===== src/rtl/parking_meter_pkg.sv =====
// Shared constants, button ordering and the saturating add used by the
// parking-meter time sequencer.
package parking_meter_pkg;

    localparam int TIME_W  = 14;
    localparam int NUM_BTN = 6;

    localparam logic [TIME_W-1:0] MAX_VAL  = 14'd9999;
    localparam logic [TIME_W-1:0] LOW_TH   = 14'd200;

    localparam logic [TIME_W-1:0] LD_R10   = 14'd10;
    localparam logic [TIME_W-1:0] LD_R205  = 14'd205;

    localparam logic [TIME_W-1:0] ADD_A50  = 14'd50;
    localparam logic [TIME_W-1:0] ADD_A150 = 14'd150;
    localparam logic [TIME_W-1:0] ADD_A200 = 14'd200;
    localparam logic [TIME_W-1:0] ADD_A500 = 14'd500;

    // Lowest index wins when several buttons fire on the same edge.
    typedef enum logic [2:0] {
        BTN_R10,
        BTN_R205,
        BTN_A50,
        BTN_A150,
        BTN_A200,
        BTN_A500
    } btn_e;

    function automatic logic [TIME_W-1:0] sat_add(
        input logic [TIME_W-1:0] base,
        input logic [TIME_W-1:0] n
    );
        logic [TIME_W:0] sum;
        sum = {1'b0, base} + {1'b0, n};
        return (sum >= {1'b0, MAX_VAL}) ? MAX_VAL : sum[TIME_W-1:0];
    endfunction

endpackage


===== src/rtl/parking_meter_if.sv =====
// Button levels in, remaining time and display status out.
// master = button/display side, slave = the sequencer.
interface parking_meter_if;
    import parking_meter_pkg::*;

    logic              btn_r10;
    logic              btn_r205;
    logic              btn_a50;
    logic              btn_a150;
    logic              btn_a200;
    logic              btn_a500;
    logic [TIME_W-1:0] time_val;
    logic              disp_on;
    logic              expired;
    logic              sec_tick;

    modport master (
        output btn_r10, btn_r205, btn_a50,
        output btn_a150, btn_a200, btn_a500,
        input  time_val, disp_on, expired, sec_tick
    );

    modport slave (
        input  btn_r10, btn_r205, btn_a50,
        input  btn_a150, btn_a200, btn_a500,
        output time_val, disp_on, expired, sec_tick
    );

endinterface


===== src/rtl/parking_meter_ctrl_tick_gen.sv =====
// One-second prescaler with half-second phase and second parity.
// A restart drops everything back to the start of a fresh second.
module pm_tick_gen #(
    parameter int TICK_DIV = 100_000_000
) (
    input  logic clk,
    input  logic rst_n,
    input  logic restart_i,
    output logic tick_o,
    output logic half_d_o,
    output logic par_d_o
);
    localparam int CW = $clog2(TICK_DIV);

    logic [CW-1:0] cnt_q, cnt_d;
    logic          half_q, half_d;
    logic          par_q, par_d;
    logic          wrap, mid;

    assign wrap = (cnt_q == CW'(TICK_DIV - 1));
    assign mid  = (cnt_q == CW'(TICK_DIV / 2 - 1));

    // Advance the count; flip phase at each half second, parity each second.
    always_comb begin
        cnt_d  = wrap ? '0 : cnt_q + CW'(1);
        half_d = half_q ^ (wrap | mid);
        par_d  = par_q ^ wrap;
        if (restart_i) begin
            cnt_d  = '0;
            half_d = 1'b0;
            par_d  = 1'b0;
        end
    end

    // Prescaler state with synchronous active-low reset.
    always_ff @(posedge clk) begin
        if (!rst_n) begin
            cnt_q  <= '0;
            half_q <= 1'b0;
            par_q  <= 1'b0;
        end else begin
            cnt_q  <= cnt_d;
            half_q <= half_d;
            par_q  <= par_d;
        end
    end

    assign tick_o   = wrap;
    assign half_d_o = half_d;
    assign par_d_o  = par_d;

endmodule


===== src/rtl/parking_meter_ctrl.sv =====
// Parking-meter time sequencer: owns the remaining-time register,
// applies one button command per edge and drives blink/expiry status.
module parking_meter_ctrl
    import parking_meter_pkg::*;
#(
    parameter int TICK_DIV = 100_000_000
) (
    input  logic           clk,
    input  logic           rst_n,
    parking_meter_if.slave pm
);
    logic [NUM_BTN-1:0] btn, b_q, p, sel;
    logic [TIME_W-1:0]  time_q, time_d, base, add;
    logic               load, tick, half_d, par_d;
    logic               disp_q, disp_d, exp_q, exp_d;

    assign btn = {pm.btn_a500, pm.btn_a200, pm.btn_a150,
                  pm.btn_a50, pm.btn_r205, pm.btn_r10};
    assign p   = btn & ~b_q;
    assign sel = p & (~p + NUM_BTN'(1));

    // The decrement is folded in before any add, and never goes below 0.
    assign base = (tick && time_q != '0) ? time_q - TIME_W'(1) : time_q;

    pm_tick_gen #(
        .TICK_DIV (TICK_DIV)
    ) u_tick (
        .clk       (clk),
        .rst_n     (rst_n),
        .restart_i (load),
        .tick_o    (tick),
        .half_d_o  (half_d),
        .par_d_o   (par_d)
    );

    // Winning button selects a reload or a saturating add on top of base.
    always_comb begin
        load   = 1'b0;
        add    = '0;
        time_d = base;
        unique case (1'b1)
            sel[BTN_R10]:  begin load = 1'b1; time_d = LD_R10;  end
            sel[BTN_R205]: begin load = 1'b1; time_d = LD_R205; end
            sel[BTN_A50]:  add = ADD_A50;
            sel[BTN_A150]: add = ADD_A150;
            sel[BTN_A200]: add = ADD_A200;
            sel[BTN_A500]: add = ADD_A500;
            default: ;
        endcase
        if (!load) time_d = sat_add(base, add);
    end

    // Status is derived from the values the time and phase registers take next.
    always_comb begin
        exp_d  = (time_d == '0);
        disp_d = 1'b1;
        if (time_d == '0)
            disp_d = ~half_d;
        else if (time_d < LOW_TH)
            disp_d = ~par_d;
    end

    // Time, button history and status registers.
    always_ff @(posedge clk) begin
        if (!rst_n) begin
            b_q    <= '0;
            time_q <= '0;
            exp_q  <= 1'b1;
            disp_q <= 1'b1;
        end else begin
            b_q    <= btn;
            time_q <= time_d;
            exp_q  <= exp_d;
            disp_q <= disp_d;
        end
    end

    assign pm.time_val = time_q;
    assign pm.disp_on  = disp_q;
    assign pm.expired  = exp_q;
    assign pm.sec_tick = tick;

endmodule


===== src/flat_wrapper.sv =====
// flat-port wrapper written by rule: the top's interface ports become plain ports
module parking_meter_ctrl_flat import parking_meter_pkg::*;
#(
    parameter int TICK_DIV = 100_000_000
)
  (clk, rst_n, pm_btn_r10, pm_btn_r205, pm_btn_a50, pm_btn_a150, pm_btn_a200, pm_btn_a500, pm_time_val, pm_disp_on, pm_expired, pm_sec_tick);
  parking_meter_if pm_i ();
  input  logic clk;
  input  logic rst_n;
  input wire logic [$bits(pm_i.btn_r10)-1:0] pm_btn_r10;
  input wire logic [$bits(pm_i.btn_r205)-1:0] pm_btn_r205;
  input wire logic [$bits(pm_i.btn_a50)-1:0] pm_btn_a50;
  input wire logic [$bits(pm_i.btn_a150)-1:0] pm_btn_a150;
  input wire logic [$bits(pm_i.btn_a200)-1:0] pm_btn_a200;
  input wire logic [$bits(pm_i.btn_a500)-1:0] pm_btn_a500;
  output wire logic [$bits(pm_i.time_val)-1:0] pm_time_val;
  output wire logic [$bits(pm_i.disp_on)-1:0] pm_disp_on;
  output wire logic [$bits(pm_i.expired)-1:0] pm_expired;
  output wire logic [$bits(pm_i.sec_tick)-1:0] pm_sec_tick;
  assign pm_i.btn_r10 = pm_btn_r10;
  assign pm_i.btn_r205 = pm_btn_r205;
  assign pm_i.btn_a50 = pm_btn_a50;
  assign pm_i.btn_a150 = pm_btn_a150;
  assign pm_i.btn_a200 = pm_btn_a200;
  assign pm_i.btn_a500 = pm_btn_a500;
  assign pm_time_val = pm_i.time_val;
  assign pm_disp_on = pm_i.disp_on;
  assign pm_expired = pm_i.expired;
  assign pm_sec_tick = pm_i.sec_tick;
  parking_meter_ctrl #(.TICK_DIV(TICK_DIV)) u_core (.clk(clk), .rst_n(rst_n), .pm(pm_i));
endmodule

===== config.mk =====
export PLATFORM = sky130hd
export DESIGN_NAME = parking_meter_ctrl_flat
export DESIGN_NICKNAME = d
export VERILOG_FILES = /design/src/rtl/parking_meter_pkg.sv /design/src/rtl/parking_meter_if.sv /design/src/rtl/parking_meter_ctrl_tick_gen.sv /design/src/rtl/parking_meter_ctrl.sv /design/src/flat_wrapper.sv
export SDC_FILE = /design/constraint.sdc
export NUM_CORES = 1
export LEC_CHECK = 0
export ABC_CLOCK_PERIOD_IN_PS = 6810
export CAP_MARGIN = 10
export CORE_ASPECT_RATIO = 2
export CORE_MARGIN = 4
export CORE_UTILIZATION = 58
export CTS_CLUSTER_SIZE = 30
export DETAILED_ROUTE_END_ITERATION = 10
export GPL_TIMING_DRIVEN = 0
export PLACE_DENSITY_LB_ADDON = 0.3
export SYNTH_ARGS = -nofsm -noshare
export SYNTH_HDL_FRONTEND = slang
export SYNTH_HIERARCHICAL = 1
export SYNTH_SLANG_ARGS = --single-unit

===== constraint.sdc =====
create_clock -name clk -period 6.81 [get_ports clk]
set_input_delay 1.362 -clock clk [delete_from_list [all_inputs] [get_ports clk]]
set_output_delay 1.362 -clock clk [all_outputs]
set_load 0.01 [all_outputs]

==> results.toml <==
[run_status]
status = "complete, no violations"

[detailed_routing]
drtIter0Drc = 157
route.final.wire_length_um = 7615
wl_per_cell_um = 16.24
vias = 2900
ant_nets = 0
avgViaCountPerCell = 6.183
firstDrtPassIters = 4
drc_errors = 0

[logic_synthesis]
synth-async-reset-ratio_pct = 0
seq_area_frac_synth_pct = 33.00
synth-seq-cells = 51
yosys_warnings = 6
synth_edf_count = 0
syn_nets = 399
syn_area_um2 = 3094
synth_cell_types = 62
synth_ff_type = "dfxtp_1"
synth_cells = 379
avgSynthCellArea_um2 = 8.164

[floorplanning]
die_y_um = 111.3
core_area_um2 = 5139
io_pins = 25
die_w_um = 59.65
num_rows = 37
die_area_um2 = 6638
start_util_pct = 60.21

[setup_path]
slowest_delay_ns = 1.06
crit_chain = "ha_1, nand3_1, nor2_1, nand3_1, inv_2, o41ai_4, or3_2, nor4_1, xor2_1, ha_1, a21o_1, a31o_2, or3_1, a2111oi_0, a211oi_1, nand3_1, a31o_2, nand3_1, nor3_1"
crit_slowest_cell = "a2111oi_0"
worst_ep_arrival_time_ns = 6.39
cp_common_cell = "nand3_1"
critPathCaptureType = "register"
path_max_fanout = 9
start_kind = "register"
cp.required_ns = 7.03
critical_path_class = "register to register"

[clock_network]
path_clk_slew_ns = 0.09
htree_levels = 2
cts-resized-gates = 0
clock_path_buffers = 2
numCtsBuffers = 5
hold_buffers = 0
cts.sinks = 51
root_buffer = "clkbuf_8"
insertion_delay_ns = 0.30
cts_tree = "built"
post_cts_buffers = 0

[power]
p_leak_nw = 1.261
seq_power_share_pct = 54.2
design_power_total_mw = 0.5757
swShare_pct = 27.50
p_per_area_nw_per_um2 = 164.8
pwr-share-comb_pct = 16.5
peakVddDrop_mv = 0.1699
clkPwrFrac_pct = 29.2
p_switching_mw = 0.1583
p_int_mw = 0.4174

[timing]
slew-limit-headroom_pct = 18.19
setup_ws_ns = 0.6378
slew_viol_final = 0
finalSetupTns_ns = 0
hold_violations = 0
finalSetupViolCount = 0
finalCritPeriodShare_pct = 90.63
max_freq_mhz = 162.0
clock_skew_ns = 0.003775
fin_crit_ns = 6.172
worst_pin_slew_ns = 1.196
rsz0062_at_grt = "false"

[cells_and_area]
design_area_um2 = 3492
antenna_cells = 0
multi_input_area_um2 = 1961
mostFrequentLayoutCell = "dfxtp_1"
drive_above_1_share_pct = 6.813
fin_cells = 469
final_cell_mix = "dfxtp_1 (51), nor2_1 (50), nand2_1 (26), clkdlybuf4s50_1 (24), a21oi_1 (22)"
fin_nets = 430
area_delta_synth_final_pct = 12.86
regArea_um2 = 1021
fillers = 450

[global_routing]
grt-ovfl-total = 0
grtUsageMet1_pct = 24.76
grt-busiest-layer = "met2"
grt_max_degree = 16
grt_pass1_vias = 2901
grtUsageTotal_pct = 24.76
grt_pass1_wl_um = 12900
use_met3_pct = 2.564
grtUsageMet2_pct = 45.45
antenna_found_initial = 0

[flow_run]
drv_cap = 0

[placement]
preCtsSetupSlack_ns = 0.6418
place_inst = 461
numPortBuffers = 24
dp_hpwl_um = 6016
placed_cell_area_um2 = 3407
place_congestion = 0.8966

[min_path]
hold_class = "register to register"
## synth_stat cells, types with 2 or more instances
library cell | number | share of area [%]
a31oi_1 | 5 | 1.0
ha_1 | 11 | 4.4
nand3_1 | 20 | 3.2
nand2b_1 | 6 | 1.2
nor3_1 | 9 | 1.5
xor2_1 | 20 | 5.7
or2_2 | 2 | 0.40
and3_1 | 6 | 1.2
a21boi_0 | 2 | 0.49
mux2i_1 | 2 | 0.65
clkbuf_1 | 3 | 0.36
nand2_1 | 26 | 3.2
mux2_2 | 2 | 0.73
o21ai_0 | 12 | 1.9
or4_4 | 2 | 0.73
nand4b_1 | 2 | 0.57
a21oi_1 | 22 | 3.6
nor3b_1 | 3 | 0.73
nor4_1 | 9 | 1.8
dfxtp_1 | 51 | 33
or3_1 | 6 | 1.2
nor2b_1 | 5 | 1.0
a31o_2 | 2 | 0.57
or4_1 | 2 | 0.49
inv_1 | 19 | 2.3
xnor2_1 | 15 | 4.2
o21a_1 | 2 | 0.49
nor2_1 | 50 | 6.1
buf_4 | 2 | 0.49
a211oi_1 | 5 | 1.2
o21bai_1 | 2 | 0.49
nand3b_1 | 2 | 0.49
a21o_1 | 4 | 0.97
and2_1 | 8 | 1.6
nand4_1 | 13 | 2.6
## per-layer routing
metal | wire length [um] | vias up | share of wire (%)
met5 | 0 | - | 0
met4 | 351 | 0 | 4.6
met3 | 184 | 24 | 2.4
met2 | 4345 | 66 | 57
met1 | 2733 | 1386 | 36
li1 | - | 1424 | -
## through the flow
step | hold slack (ns) | util (%)
floorplan | 0.4294 | -
global placement | 0.4481 | 66.30
detailed placement | 0.4616 | 66.30
CTS | 0.4839 | 67.96
global route | 0.5295 | 67.96
finish | 0.4813 | 67.96
## critical path, delay by kind of cell (launching register included)
kind | cells | cell delay, ns
AOI/OAI and AO/OA | 6 | 2.03
buffers and inverters | 1 | 0.20
and+or+nand+nor | 9 | 2.71
xor gates and xnor gates | 1 | 0.14
adders and majority gates | 2 | 0.61
DFF | 1 | 0.39
## area by class of cell
| class | instances | area share (%) |
|---|---|---|
| plain buffers | 6 | 1.075 |
| clock buffers | 6 | 2.078 |
| clock inverters | 2 | 0.3583 |
| inverters | 20 | 2.150 |
| multi-input cells | 302 | 56.14 |
| flip-flops and latches | 51 | 29.24 |
| well taps | 58 | 2.078 |
| repair buffers | 24 | 6.879 |
## state kept, by name (all words and copies together), names as in the netlist
name                  cells
u_core/pm.expired         1
u_core/u_tick/cnt_q      27
u_core/u_tick/par_q       1
u_core/b_q                6
u_core/pm.disp_on         1
u_core/u_tick/half_q      1
u_core/pm.time_val       14
## power by group through the flow
stage / logic, mW / registers, mW / clock network (mW)
3_3_place_gp: 0.0908 / 0.319 / 0
6_report: 0.0953 / 0.312 / 0.168
5_1_grt: 0.104 / 0.314 / 0.187
2_1_floorplan: 0.0597 / 0.320 / 0
4_1_cts: 0.0945 / 0.312 / 0.174
3_5_place_dp: 0.0935 / 0.319 / 0
## kinds of logic (layout without fill, tap and decap cells)
family / after synthesis / count (layout) / synth area share, %
xor gates and xnor gates: 35 / 35 / 9.907
and+or+nand+nor: 183 / 183 / 32.23
muxes: 4 / 4 / 1.375
DFF: 51 / 51 / 33.00
adders and majority gates: 12 / 12 / 5.095
AOI/OAI and AO/OA: 68 / 68 / 14.76
buffers and inverters: 26 / 58 / 3.639
## worst paths after layout
| path | startpoint | to | slack [ns] | cells after the start |
|---|---|---|---|---|
| worst max-delay path | u_core/u_tick/cnt_q[0] | u_core/pm.time_val[11] | 0.64 | 19 |
| worst min-delay path | u_core/u_tick/cnt_q[0] | u_core/u_tick/cnt_q[0] | 0.48 | 1 |
| worst max register to register | u_core/u_tick/cnt_q[0] | u_core/pm.time_val[11] | 0.64 | 19 |
| worst min register to register | u_core/u_tick/cnt_q[0] | u_core/u_tick/cnt_q[0] | 0.48 | 1 |
Note: power is estimated with default switching activity, not from simulation.
